$ cat src/rtl/pid_pkg.sv
// pid_pkg: shared widths, saturation limits, stage-2 payload type and a
// signed clamp helper for the pid_steer datapath.
package pid_pkg;

  localparam int ERR_W     = 16;  // raw steering error width
  localparam int ERR_SAT_W = 10;  // saturated error width
  localparam int TERM_W    = 14;  // P/I/D term and PID sum width
  localparam int SPD_W     = 12;  // motor command width
  localparam int D_SAT_W   = 7;   // derivative difference width
  localparam int INTEG_W   = 16;  // integrator width
  localparam int FWD_W     = 11;  // base forward speed width

  localparam int ERR_SAT_MAX = (1 <<< (ERR_SAT_W - 1)) - 1;
  localparam int ERR_SAT_MIN = -(1 <<< (ERR_SAT_W - 1));
  localparam int D_SAT_MAX   = (1 <<< (D_SAT_W - 1)) - 1;
  localparam int D_SAT_MIN   = -(1 <<< (D_SAT_W - 1));
  localparam int SPD_MAX     = (1 <<< (SPD_W - 1)) - 1;
  localparam int SPD_MIN     = -(1 <<< (SPD_W - 1));

  // Registered stage-2 payload: the three terms travel with their valid
  // flag and the go bit sampled alongside the error.
  typedef struct packed {
    logic                     vld;
    logic                     go;
    logic signed [TERM_W-1:0] p_term;
    logic signed [TERM_W-1:0] i_term;
    logic signed [TERM_W-1:0] d_term;
  } s2_t;

  // Signed clamp of v into [lo, hi].
  function automatic int sat_int(input int v, input int lo, input int hi);
    if (v > hi) return hi;
    if (v < lo) return lo;
    return v;
  endfunction

endpackage

$ cat src/rtl/pid_steer_dqueue.sv
// pid_dqueue: DEPTH-entry shift register of past saturated errors.
//   clk, rst_n : clock, asynchronous active-low reset
//   clr        : synchronous clear of every entry (wins over en)
//   en         : shift din in at the head
//   din        : sample to shift in
//   oldest     : current tail entry, i.e. the value shifted out by the
//                next enabled shift
module pid_dqueue #(
  parameter int DEPTH = 2,
  parameter int W     = 10
) (
  input  logic                clk,
  input  logic                rst_n,
  input  logic                clr,
  input  logic                en,
  input  logic signed [W-1:0] din,
  output logic signed [W-1:0] oldest
);

  // tap[0] is the incoming sample, tap[k] the output of entry k-1.
  logic signed [W-1:0] tap [DEPTH+1];

  assign tap[0] = din;

  for (genvar gi = 0; gi < DEPTH; gi++) begin : g_entry
    logic signed [W-1:0] q_reg;

    always_ff @(posedge clk or negedge rst_n) begin
      if (!rst_n) begin
        q_reg <= '0;
      end else if (clr) begin
        q_reg <= '0;
      end else if (en) begin
        q_reg <= tap[gi];
      end
    end

    assign tap[gi+1] = q_reg;
  end

  assign oldest = tap[DEPTH];

endmodule

$ cat src/rtl/pid_steer.sv
// pid_steer: 3-stage pipelined PID turning a steering error into signed
// left/right motor speed commands.
//   clk, rst_n          : clock, asynchronous active-low reset
//   error, err_vld      : signed error and its one-cycle qualifier
//   go                  : enable; low clears I/D history and zeroes speeds
//   frwrd_spd           : unsigned base forward speed
//   lft_spd, rght_spd   : signed saturated motor commands (held between updates)
//   pid_vld             : one-cycle strobe marking a new speed pair
module pid_steer
  import pid_pkg::*;
#(
  parameter logic [3:0] P_COEFF = 4'd3,
  parameter logic [3:0] D_COEFF = 4'd6,
  parameter int         I_SHIFT = 4,
  parameter int         D_DEPTH = 2
) (
  input  logic                    clk,
  input  logic                    rst_n,
  input  logic signed [ERR_W-1:0] error,
  input  logic                    err_vld,
  input  logic                    go,
  input  logic [FWD_W-1:0]        frwrd_spd,
  output logic signed [SPD_W-1:0] lft_spd,
  output logic signed [SPD_W-1:0] rght_spd,
  output logic                    pid_vld
);

  // ---------------- stage 1: saturate, history, integrate ----------------
  logic signed [ERR_SAT_W-1:0] err_sat_next;
  logic signed [ERR_SAT_W-1:0] err_sat_reg;
  logic signed [ERR_SAT_W-1:0] oldest;
  logic signed [ERR_SAT_W-1:0] oldest_reg;
  logic signed [INTEG_W-1:0]   err_ext;
  logic signed [INTEG_W-1:0]   integ_sum;
  logic signed [INTEG_W-1:0]   integ_reg;
  logic                        integ_ovf;
  logic                        vld1_reg;
  logic                        go1_reg;

  always_comb begin
    err_sat_next = ERR_SAT_W'(sat_int(int'(error), ERR_SAT_MIN, ERR_SAT_MAX));
    err_ext      = INTEG_W'(err_sat_next);
    integ_sum    = integ_reg + err_ext;
    // Overflow only when both operands share a sign the sum does not.
    integ_ovf    = (integ_reg[INTEG_W-1] == err_ext[INTEG_W-1]) &&
                   (integ_sum[INTEG_W-1] != integ_reg[INTEG_W-1]);
  end

  pid_dqueue #(
    .DEPTH (D_DEPTH),
    .W     (ERR_SAT_W)
  ) u_dqueue (
    .clk    (clk),
    .rst_n  (rst_n),
    .clr    (!go),
    .en     (err_vld),
    .din    (err_sat_next),
    .oldest (oldest)
  );

  always_ff @(posedge clk or negedge rst_n) begin
    if (!rst_n) begin
      vld1_reg    <= 1'b0;
      go1_reg     <= 1'b0;
      err_sat_reg <= '0;
      oldest_reg  <= '0;
      integ_reg   <= '0;
    end else begin
      vld1_reg <= err_vld;
      if (err_vld) begin
        go1_reg     <= go;
        err_sat_reg <= err_sat_next;
        oldest_reg  <= oldest;
      end
      // Clearing on go=0 takes priority over accumulating a sample.
      if (!go) begin
        integ_reg <= '0;
      end else if (err_vld && !integ_ovf) begin
        integ_reg <= integ_sum;
      end
    end
  end

  // ---------------- stage 2: P, I and D terms ----------------
  s2_t s2_next;
  s2_t s2_reg;
  int  d_diff;

  always_comb begin
    d_diff         = sat_int(int'(err_sat_reg) - int'(oldest_reg), D_SAT_MIN, D_SAT_MAX);
    s2_next.vld    = vld1_reg;
    s2_next.go     = go1_reg;
    s2_next.p_term = TERM_W'(int'(err_sat_reg) * int'(P_COEFF));
    s2_next.i_term = TERM_W'(integ_reg >>> I_SHIFT);
    s2_next.d_term = TERM_W'(d_diff * int'(D_COEFF));
  end

  always_ff @(posedge clk or negedge rst_n) begin
    if (!rst_n) begin
      s2_reg <= '0;
    end else if (vld1_reg) begin
      s2_reg <= s2_next;
    end else begin
      s2_reg.vld <= 1'b0;
    end
  end

  // ---------------- stage 3: sum, scale, mix into motor speeds ----------------
  logic signed [TERM_W-1:0] pid_sum;
  logic signed [TERM_W-1:0] corr;
  int                       lft_int;
  int                       rght_int;

  always_comb begin
    pid_sum  = s2_reg.p_term + s2_reg.i_term + s2_reg.d_term;
    corr     = pid_sum >>> 3;
    lft_int  = sat_int(int'(frwrd_spd) + int'(corr), SPD_MIN, SPD_MAX);
    rght_int = sat_int(int'(frwrd_spd) - int'(corr), SPD_MIN, SPD_MAX);
  end

  always_ff @(posedge clk or negedge rst_n) begin
    if (!rst_n) begin
      pid_vld  <= 1'b0;
      lft_spd  <= '0;
      rght_spd <= '0;
    end else begin
      pid_vld <= s2_reg.vld;
      if (s2_reg.vld) begin
        lft_spd  <= s2_reg.go ? SPD_W'(lft_int)  : '0;
        rght_spd <= s2_reg.go ? SPD_W'(rght_int) : '0;
      end
    end
  end

endmodule

$ cat config.mk
export PLATFORM = sky130hd
export DESIGN_NAME = pid_steer
export DESIGN_NICKNAME = d
export VERILOG_FILES = /design/src/rtl/pid_pkg.sv /design/src/rtl/pid_steer_dqueue.sv /design/src/rtl/pid_steer.sv
export SDC_FILE = /design/constraint.sdc
export NUM_CORES = 1
export LEC_CHECK = 0
export ABC_CLOCK_PERIOD_IN_PS = 5600
export BUFFER_PORTS_ARGS = -buffer_cell sky130_fd_sc_hd__buf_2
export CORE_MARGIN = 2
export CORE_UTILIZATION = 51
export CTS_CLUSTER_DIAMETER = 120
export CTS_CLUSTER_SIZE = 8
export DETAILED_ROUTE_END_ITERATION = 8
export PLACE_DENSITY = 0.72
export SLEW_MARGIN = 10
export SYNTH_ARGS = -nofsm -noshare
export SYNTH_HDL_FRONTEND = slang
export SYNTH_SLANG_ARGS = --single-unit
$ cat constraint.sdc
create_clock -name clk -period 5.6 [get_ports clk]
set_clock_uncertainty 0.2 [all_clocks]
set_input_delay 0.84 -clock clk [delete_from_list [all_inputs] [get_ports clk]]
set_output_delay 0.84 -clock clk [all_outputs]
set_load 0.01 [all_outputs]
Word level (Yosys, flattened, before mapping)
Index checks and enable logic that the tools add are counted.

word-level totals
  output and inout bits = 25
  input bits = 31
  bits in registers = 124
  logic and storage cells = 75

operators by class
  equality and inequality tests = 4
  order comparisons = 8
  multipliers = 2
  add/subtract/negate cells = 6
  reductions and logical operators = 3
  muxes and demuxes = 37

operators by type and width
  kind                                                                                number
  12-bit 2-to-1 mux                                                                   8
  32-bit 2-to-1 mux                                                                   3
  10-bit 2-to-1 mux                                                                   7
  32-bit by 3-bit multiplier with 13-bit output (second input constant)               1
  16-bit 2-to-1 mux                                                                   2
  13-bit by 12-bit greater-than comparator with 1-bit output (second input constant)  2
  13-bit by 12-bit < comparator with 1-bit output (second input constant)             2
  11-bit 2-to-1 mux                                                                   2
  16-bit by 10-bit adder with 16-bit output                                           1
  16-bit by 10-bit greater-than comparator with 1-bit output (second input constant)  1
  16-bit by 10-bit < comparator with 1-bit output (second input constant)             1
  14-bit by 12-bit adder with 14-bit output                                           1
  14-bit adder                                                                        1
  12-bit by 11-bit adder with 13-bit output                                           1
  10-bit by 3-bit multiplier with 13-bit output (second input constant)               1
  1-bit 2-to-1 mux                                                                    13
  12-bit by 11-bit subtractor with 13-bit output                                      1
  11-bit by 7-bit greater-than comparator with 1-bit output (second input constant)   1
  11-bit by 7-bit < comparator with 1-bit output (second input constant)              1
  10-bit by 10-bit subtractor with 11-bit output                                      1
  9-bit 2-to-1 mux                                                                    1
  6-bit 2-to-1 mux                                                                    1
  1-bit logical AND                                                                   2
  2-bit by 1-bit != test with 1-bit output (second input constant)                    1
  4 further kinds                                                                     4

Longest topological paths before layout
Gate-level depths: netlist of the first run.

  word-level depth = 12
  mapped depth = 26
  mapped depth without buffers = 25

Cells and area by module
A second synthesis of the first run with hierarchy kept.

unflattened totals
  cell total of the unflattened synthesis = 932
  area total of the unflattened synthesis = 9351.5 um^2

by module, submodules not included
  module      cells an instance  instances  sequential area each (um^2)  area an instance (um^2)
  pid_steer   868                1          2577.5                       8545.7
  pid_dqueue  64                 1          500.5                        805.8

Least setup slack after synthesis of the first run
No wires, ideal clock.

  kind = reg-to-reg
  start = register err_sat_reg[0]
  end = register s2_reg[13] (netlist name)
  slack = -0.047 ns
  clock period less this slack = 5.647 ns
  path buffers = 1
  library setup time = 0.101 ns
  stages on the path, launching flop included = 27
  data required time = 5.299 ns
  arrival time = 5.346 ns
  path through = dfrtp_1 -> inv_1 -> ha_1 -> inv_1 -> fa_1 -> a21oi_1 -> o211ai_1 -> o41ai_1 -> nand2b_1 -> a31o_2 -> inv_1 -> nor2_1 -> nand4_1 -> ha_1 -> clkbuf_1 -> o21ai_0 -> ha_1 -> ha_1 -> fa_1 -> a211oi_1 -> o21bai_1 -> a21oi_1 -> o21bai_1 -> a41oi_1 -> nor3_1 -> and3_1 -> nor4_1

between the ends
  word-level cells in the longest chain between the ends = 7
  elaborated cells between the ends (all ways) = 11
  those cells by class = add/sub (1); mul (1); order compare (2); mux (7)

RTL lines
  element                                                                                                                             line                          source
  from (decl)                                                                                                                         pid_steer.sv:30               logic signed [ERR_SAT_W-1:0] err_sat_reg;
  from (signal assigned)                                                                                                              pid_steer.sv:72               err_sat_reg <= err_sat_next;
  10-bit by 10-bit subtractor with 11-bit output (*)                                                                                  pid_steer.sv:90               d_diff = sat_int(int'(err_sat_reg) - int'(oldest_reg), D_SAT_MIN, D_SAT_MAX);
  11-bit by 7-bit greater-than comparator with 1-bit output / 11-bit by 7-bit < comparator with 1-bit output (equally long branches)  pid_pkg.sv:32, pid_pkg.sv:33
  6-bit 2-to-1 mux / 1-bit 2-to-1 mux (equally long branches)                                                                         pid_pkg.sv:32, pid_pkg.sv:33
  32-bit 2-to-1 mux / 1-bit 2-to-1 mux (equally long branches)                                                                        pid_pkg.sv:33                 if (v < lo) return lo;
  32-bit 2-to-1 mux                                                                                                                   pid_pkg.sv:34                 return v;
  32-bit 2-to-1 mux (*)                                                                                                               pid_pkg.sv:33
  32-bit by 3-bit multiplier with 13-bit output (*)                                                                                   pid_steer.sv:95               s2_next.d_term = TERM_W'(d_diff * int'(D_COEFF));
  to (signal assigned)                                                                                                                pid_steer.sv:102              s2_reg <= s2_next;
  to (decl)                                                                                                                           pid_steer.sv:86               s2_t s2_reg;

Mark *: on every way between the ends. The rest lies on a longest branch, timed or not. The select of a mux whose other input is x is not followed.
A chain may end at the register's enable or synchronous reset.

Final worst setup path of the first run
  start = register err_sat_reg[0]
  end = register s2_reg[10] (netlist name)

Same word-level chain as after synthesis.

==> flow_summary.json, run 1 <==
{
  "status": "complete, no violations",
  "synth_edf_count": 0,
  "slew_headroom_pct": 38.0,
  "area_growth_pct": 14.5,
  "async_reset_ff_share_pct": 100,
  "seq_area_frac_synth_pct": 34.8,
  "holdBufCountCts": 0,
  "dieArea_sq_mm": 0.0184,
  "ys_types": 70,
  "yosys_warnings": 0,
  "crit_type": "register to register",
  "antenna_found_initial": 0,
  "final_cell_count_no_fill": 1221,
  "layout-drive-gt1-share_pct": 17.8,
  "via_per_inst": 5.57,
  "ioPinCount": 56,
  "min_path_type": "input port to asynchronous set/reset pin",
  "h-tree-depth": 4,
  "dp_cells": 1188,
  "gp_congestion": 0.860,
  "drtPass1Iterations": 5,
  "grt_pass1_wl_microns": 31500,
  "synth_nets": 1070,
  "coreArea_sq_mm": 0.0171,
  "wl_per_cell_microns": 15.7,
  "slew_violations": 0,
  "cts_root_buf": "clkbuf_16",
  "cts_sinks": 123,
  "worst_pin_slew_ns": 0.930,
  "hold_ws_ns": 0.234,
  "netlist_area_sq_mm": 0.00885,
  "ant_nets": 0,
  "path_clk_slew_ns": 0.06,
  "nNetsFinal": 1137,
  "dieWidth_microns": 136,
  "mostFrequentLayoutCells": "122 x dfrtp_1, 101 x ha_1, 91 x inv_1",
  "cts_tree": "yes",
  "fillerInstances": 1458,
  "finalHoldViolations": 0,
  "path_max_fanout": 6,
  "initial_core_util_pct": 51.7,
  "grt_pass1_vias": 6587,
  "vias": 6802,
  "grt_max_degree": 54,
  "cp.required_ns": 5.71,
  "clockBufferDepth": 2,
  "dpl.hpwl_microns": 14000,
  "worstSetupStartpointType": "register",
  "routed_wl_microns": 19100,
  "period_minus_slack_ns": 5.40,
  "cp.arrival_ns": 5.51,
  "largest_register_ffs": 40,
  "layout_commonest_cell": "dfrtp_1",
  "rows": 48,
  "die-height_microns": 136,
  "cap_violations": 0,
  "synth_area_per_cell_sq_um": 9.64,
  "fmax_ghz": 0.185,
  "synthCells": 918,
  "ff_latch_area_sq_mm": 0.00308,
  "endpoint_kind": "register",
  "finalSetupViolations": 0,
  "worstSkewPairLatency_ns": 0.42,
  "synth_flop_cell": "dfrtp_1",
  "drt_iter0_drc": 403,
  "multi_input_area_sq_mm": 0.00538,
  "drc_errors": 0,
  "ys_seq_elements": 123,
  "grt_overflow_total": 0,
  "numPortBuffers": 55,
  "n_antenna_cell": 0,
  "cts_made_buffers": 17,
  "grtUsageTotal_pct": 21.7,
  "finalCritPeriodShare_pct": 96.4
}
worst paths after layout:
kind | from | end | slack, ns | depth (start not counted)
setup / recovery | err_sat_reg[0] | s2_reg[10] | 0.20 | 24
hold / removal | rst_n | lft_spd[10] | 0.23 | 1
setup reg to reg | err_sat_reg[0] | s2_reg[10] | 0.20 | 24
hold reg to reg | u_dqueue.oldest[5] | oldest_reg[5] | 0.28 | 2
max in group asynchronous | rst_n | vld1_reg | 3.95 | 2
min in group clk | u_dqueue.oldest[5] | oldest_reg[5] | 0.28 | 2
cells by family after synthesis:
logic type                 Yosys count  synth area share [%]
muxes                               45                  5.64
xor gates and xnor gates            60                  5.94
AOI/OAI and AO/OA                  236                  18.0
DFF                                123                  34.8
and+or+nand+nor                    215                  11.7
buffers and inverters              118                  5.32
adders and majority gates          121                  18.6
metrics by stage:
step	TNS [ns]	setup slack, ns	utilization, %	cell area [sq um]
finish	0	0.201	59.2	10100
global route	-0.0493	-0.0271	59.2	10100
CTS	0	0.0145	58.8	10100
detailed placement	-0.147	-0.147	55.0	9410
global placement	0	0.00161	55.0	9410
floorplan	0	0.0366	-	8860
timing repair:
action | 4_1_cts | 5_1_grt
endpoints found under the setup margin | 1 | 15
pin swaps | 0 | 8
setup buffers | 0 | 3
resized for setup | 8 | 13
synth_stat cells (all sizes together) (4+ instances only):
cell | number | area share, %
or3 | 5 | 0.37
o211ai | 7 | 0.59
nand3 | 12 | 0.74
dfrtp | 123 | 35
nor2 | 63 | 2.7
nand2 | 61 | 2.6
nand2b | 9 | 0.64
o21ai | 49 | 2.8
o21bai | 9 | 0.76
nor3 | 15 | 0.85
inv | 92 | 3.9
mux2 | 33 | 4.3
o21a | 19 | 1.6
a21boi | 14 | 1.2
or2 | 6 | 0.42
o221ai | 8 | 0.93
a21oi | 50 | 2.8
a21o | 11 | 0.95
a31oi | 6 | 0.42
a211oi | 8 | 0.68
xnor2 | 42 | 4.2
xor2 | 18 | 1.8
fa | 18 | 4.1
nor2b | 21 | 1.5
and3 | 7 | 0.51
o22ai | 16 | 1.1
a22o | 14 | 1.4
mux2i | 12 | 1.4
clkbuf | 16 | 0.79
ha | 103 | 15
buf | 10 | 0.62
and2 | 4 | 0.31
area by class of cell:
type,count,area share [%]
multi-input cells,677,53.1
clock inverters,11,1.67
well taps,225,2.78
repair buffers,74,4.15
inverters,92,3.41
clock buffers,19,4.47
flip-flops and latches,123,30.4
metal layers:
metal | GRT usage, % | up-vias | share of wire [%]
met3 | 3.37 | 37 | 3.5
met4 | 8.51 | 0 | 2.4
met1 | 28.0 | 3261 | 46
met5 | 0 | - | 0
li1 | - | 3360 | -
met2 | 36.8 | 144 | 48
worst max-delay path, cell delays in order, from the launching register on:
cell      delay (ns)
dfrtp_1         0.38
inv_1           0.07
ha_1            0.16
inv_1           0.05
fa_2            0.35
a21oi_2         0.16
o211ai_1        0.15
o41ai_2         0.35
nand2b_1        0.16
a31o_2          0.16
inv_1           0.09
nor2_1          0.11
nand4_1         0.15
ha_4            0.32
o31ai_4         0.26
ha_1            0.29
ha_1            0.31
a21o_1          0.18
a21oi_1         0.24
o21bai_1        0.14
a21oi_2         0.22
nor2_1          0.06
o21a_1          0.17
or3_1           0.30
a31o_2          0.24
Power of run 1 is left out: the tool's default activity adds up to more than one toggle a clock period on the data nets, which glitch-free logic cannot reach.
==> inputs of run 2 (changes only) <==
- CTS_BUF_LIST: not set -> sky130_fd_sc_hd__clkbuf_2 sky130_fd_sc_hd__clkbuf_4 sky130_fd_sc_hd__clkbuf_8
- CTS_CLUSTER_DIAMETER: 120 -> 80
- PLACE_DENSITY: 0.72 -> 0.8
==> flow_summary.json, run 2 (synthesis gave the netlist of run 1 again) <==
{
  "fillerInstances": 1481,
  "cts_tree": "yes",
  "hold_ws_ns": 0.266,
  "cap_violations": 0,
  "finalCritPeriodShare_pct": 94.6,
  "endpoint_kind": "register",
  "drc_errors": 0,
  "worstSetupStartpointType": "register",
  "cts_sinks": 123,
  "layout-drive-gt1-share_pct": 17.5,
  "wl_per_cell_microns": 15.3,
  "initial_core_util_pct": 51.7,
  "die-height_microns": 136,
  "rsz0062_at_grt": "true",
  "slew_violations": 0,
  "vias": 6704,
  "area_growth_pct": 11.6,
  "ant_nets": 0,
  "crit_type": "register to register",
  "status": "complete, no violations",
  "mostFrequentLayoutCells": "123 x dfrtp_1, 101 x ha_1, 91 x inv_1",
  "finalSetupViolations": 0,
  "drtPass1Iterations": 5,
  "period_minus_slack_ns": 5.30,
  "worstSkewPairLatency_ns": 0.45,
  "min_path_type": "input port to asynchronous set/reset pin",
  "largest_register_ffs": 40,
  "slew_headroom_pct": 40.1,
  "numPortBuffers": 55,
  "cp.arrival_ns": 5.46,
  "tns_ns": 0,
  "dpl_cell_area_sq_mm": 0.00940,
  "nNetsFinal": 1135,
  "slowest_stage": "dfrtp_1",
  "r2r_start": "err_sat_reg[0]",
  "ioPinCount": 56,
  "dpl.hpwl_microns": 14000,
  "cp.required_ns": 5.76,
  "routed_wl_microns": 18700,
  "max_stage_delay_ns": 0.38,
  "clockBufferDepth": 2,
  "grtUsageTotal_pct": 21.4,
  "cts_made_buffers": 17,
  "h-tree-depth": 4,
  "layout_commonest_cell": "dfrtp_1",
  "finalInstanceArea_sq_mm": 0.00988,
  "rows": 48,
  "cts_root_buf": "clkbuf_8",
  "gp_congestion": 0.859,
  "grt_pass1_wl_microns": 31300,
  "path_max_fanout": 6,
  "via_per_inst": 5.50,
  "startpoint": "err_sat_reg[0]",
  "dieArea_sq_mm": 0.0184,
  "fmax_ghz": 0.189,
  "n_antenna_cell": 0,
  "coreArea_sq_mm": 0.0171,
  "finalHoldViolations": 0,
  "path_clk_slew_ns": 0.08,
  "drt_iter0_drc": 217,
  "dieWidth_microns": 136,
  "antenna_found_initial": 0,
  "grt_pass1_vias": 6724,
  "grt_max_degree": 64,
  "worst_pin_slew_ns": 0.899,
  "grt_overflow_total": 0
}
-- run 2: critical path: cells and delay by family, from the launching register on --
family,cells,cell delay (ns)
flops,1,0.38
buf+inv,4,0.34
simple gates,5,0.87
compound gates,11,1.92
fa+ha+maj,5,1.48
-- run 2: routing by layer --
| layer | GRT usage (%) | part of all wire [%] | up-vias |
|---|---|---|---|
| met5 | 0 | 0 | - |
| met3 | 4.53 | 4.2 | 36 |
| met1 | 26.6 | 45 | 3171 |
| met2 | 37.2 | 48 | 150 |
| met4 | 7.23 | 2.4 | 0 |
| li1 | - | - | 3347 |
-- run 2: cell type report --
type                            count  area (sq um)  share of cell area [%]
Sequential cell                   123          3080                    31.2
Timing Repair Buffer               72           405                    4.10
Inverter                           92           345                    3.50
Tap cell                          225           282                    2.85
Multi-Input combinational cell    677          5370                    54.4
Clock inverter                     10           118                    1.19
Clock buffer                       21           277                    2.80
-- run 2: stage by stage --
step,setup slack (ns),utilization [%],std cells
after floorplan,0.0366,-,918
after global placement,0.0294,54.9,1187
after detailed placement,-0.195,54.9,1187
after CTS,0.00787,57.4,1218
after global routing,-0.0155,57.7,1220
final,0.300,57.7,1220
-- run 2: worst paths after layout --
check | slack, ns | cells after the start | end
setup / recovery | 0.30 | 25 | s2_reg[13]
hold / removal | 0.27 | 1 | lft_spd[0]
setup reg to reg | 0.30 | 25 | s2_reg[13]
hold reg to reg | 0.29 | 2 | oldest_reg[6]
max in group asynchronous | 3.66 | 2 | oldest_reg[4]
min in group clk | 0.29 | 2 | oldest_reg[6]
-- run 2: timing repair --
item,4_1_cts,5_1_grt
resized for setup,6,12
gates cloned,0,0
hold buffers,0,0
endpoints found under the hold margin,0,0
setup buffers,0,2
pin swaps,0,9
endpoints found under the setup margin,1,9
Power of run 2 is left out for the same reason.
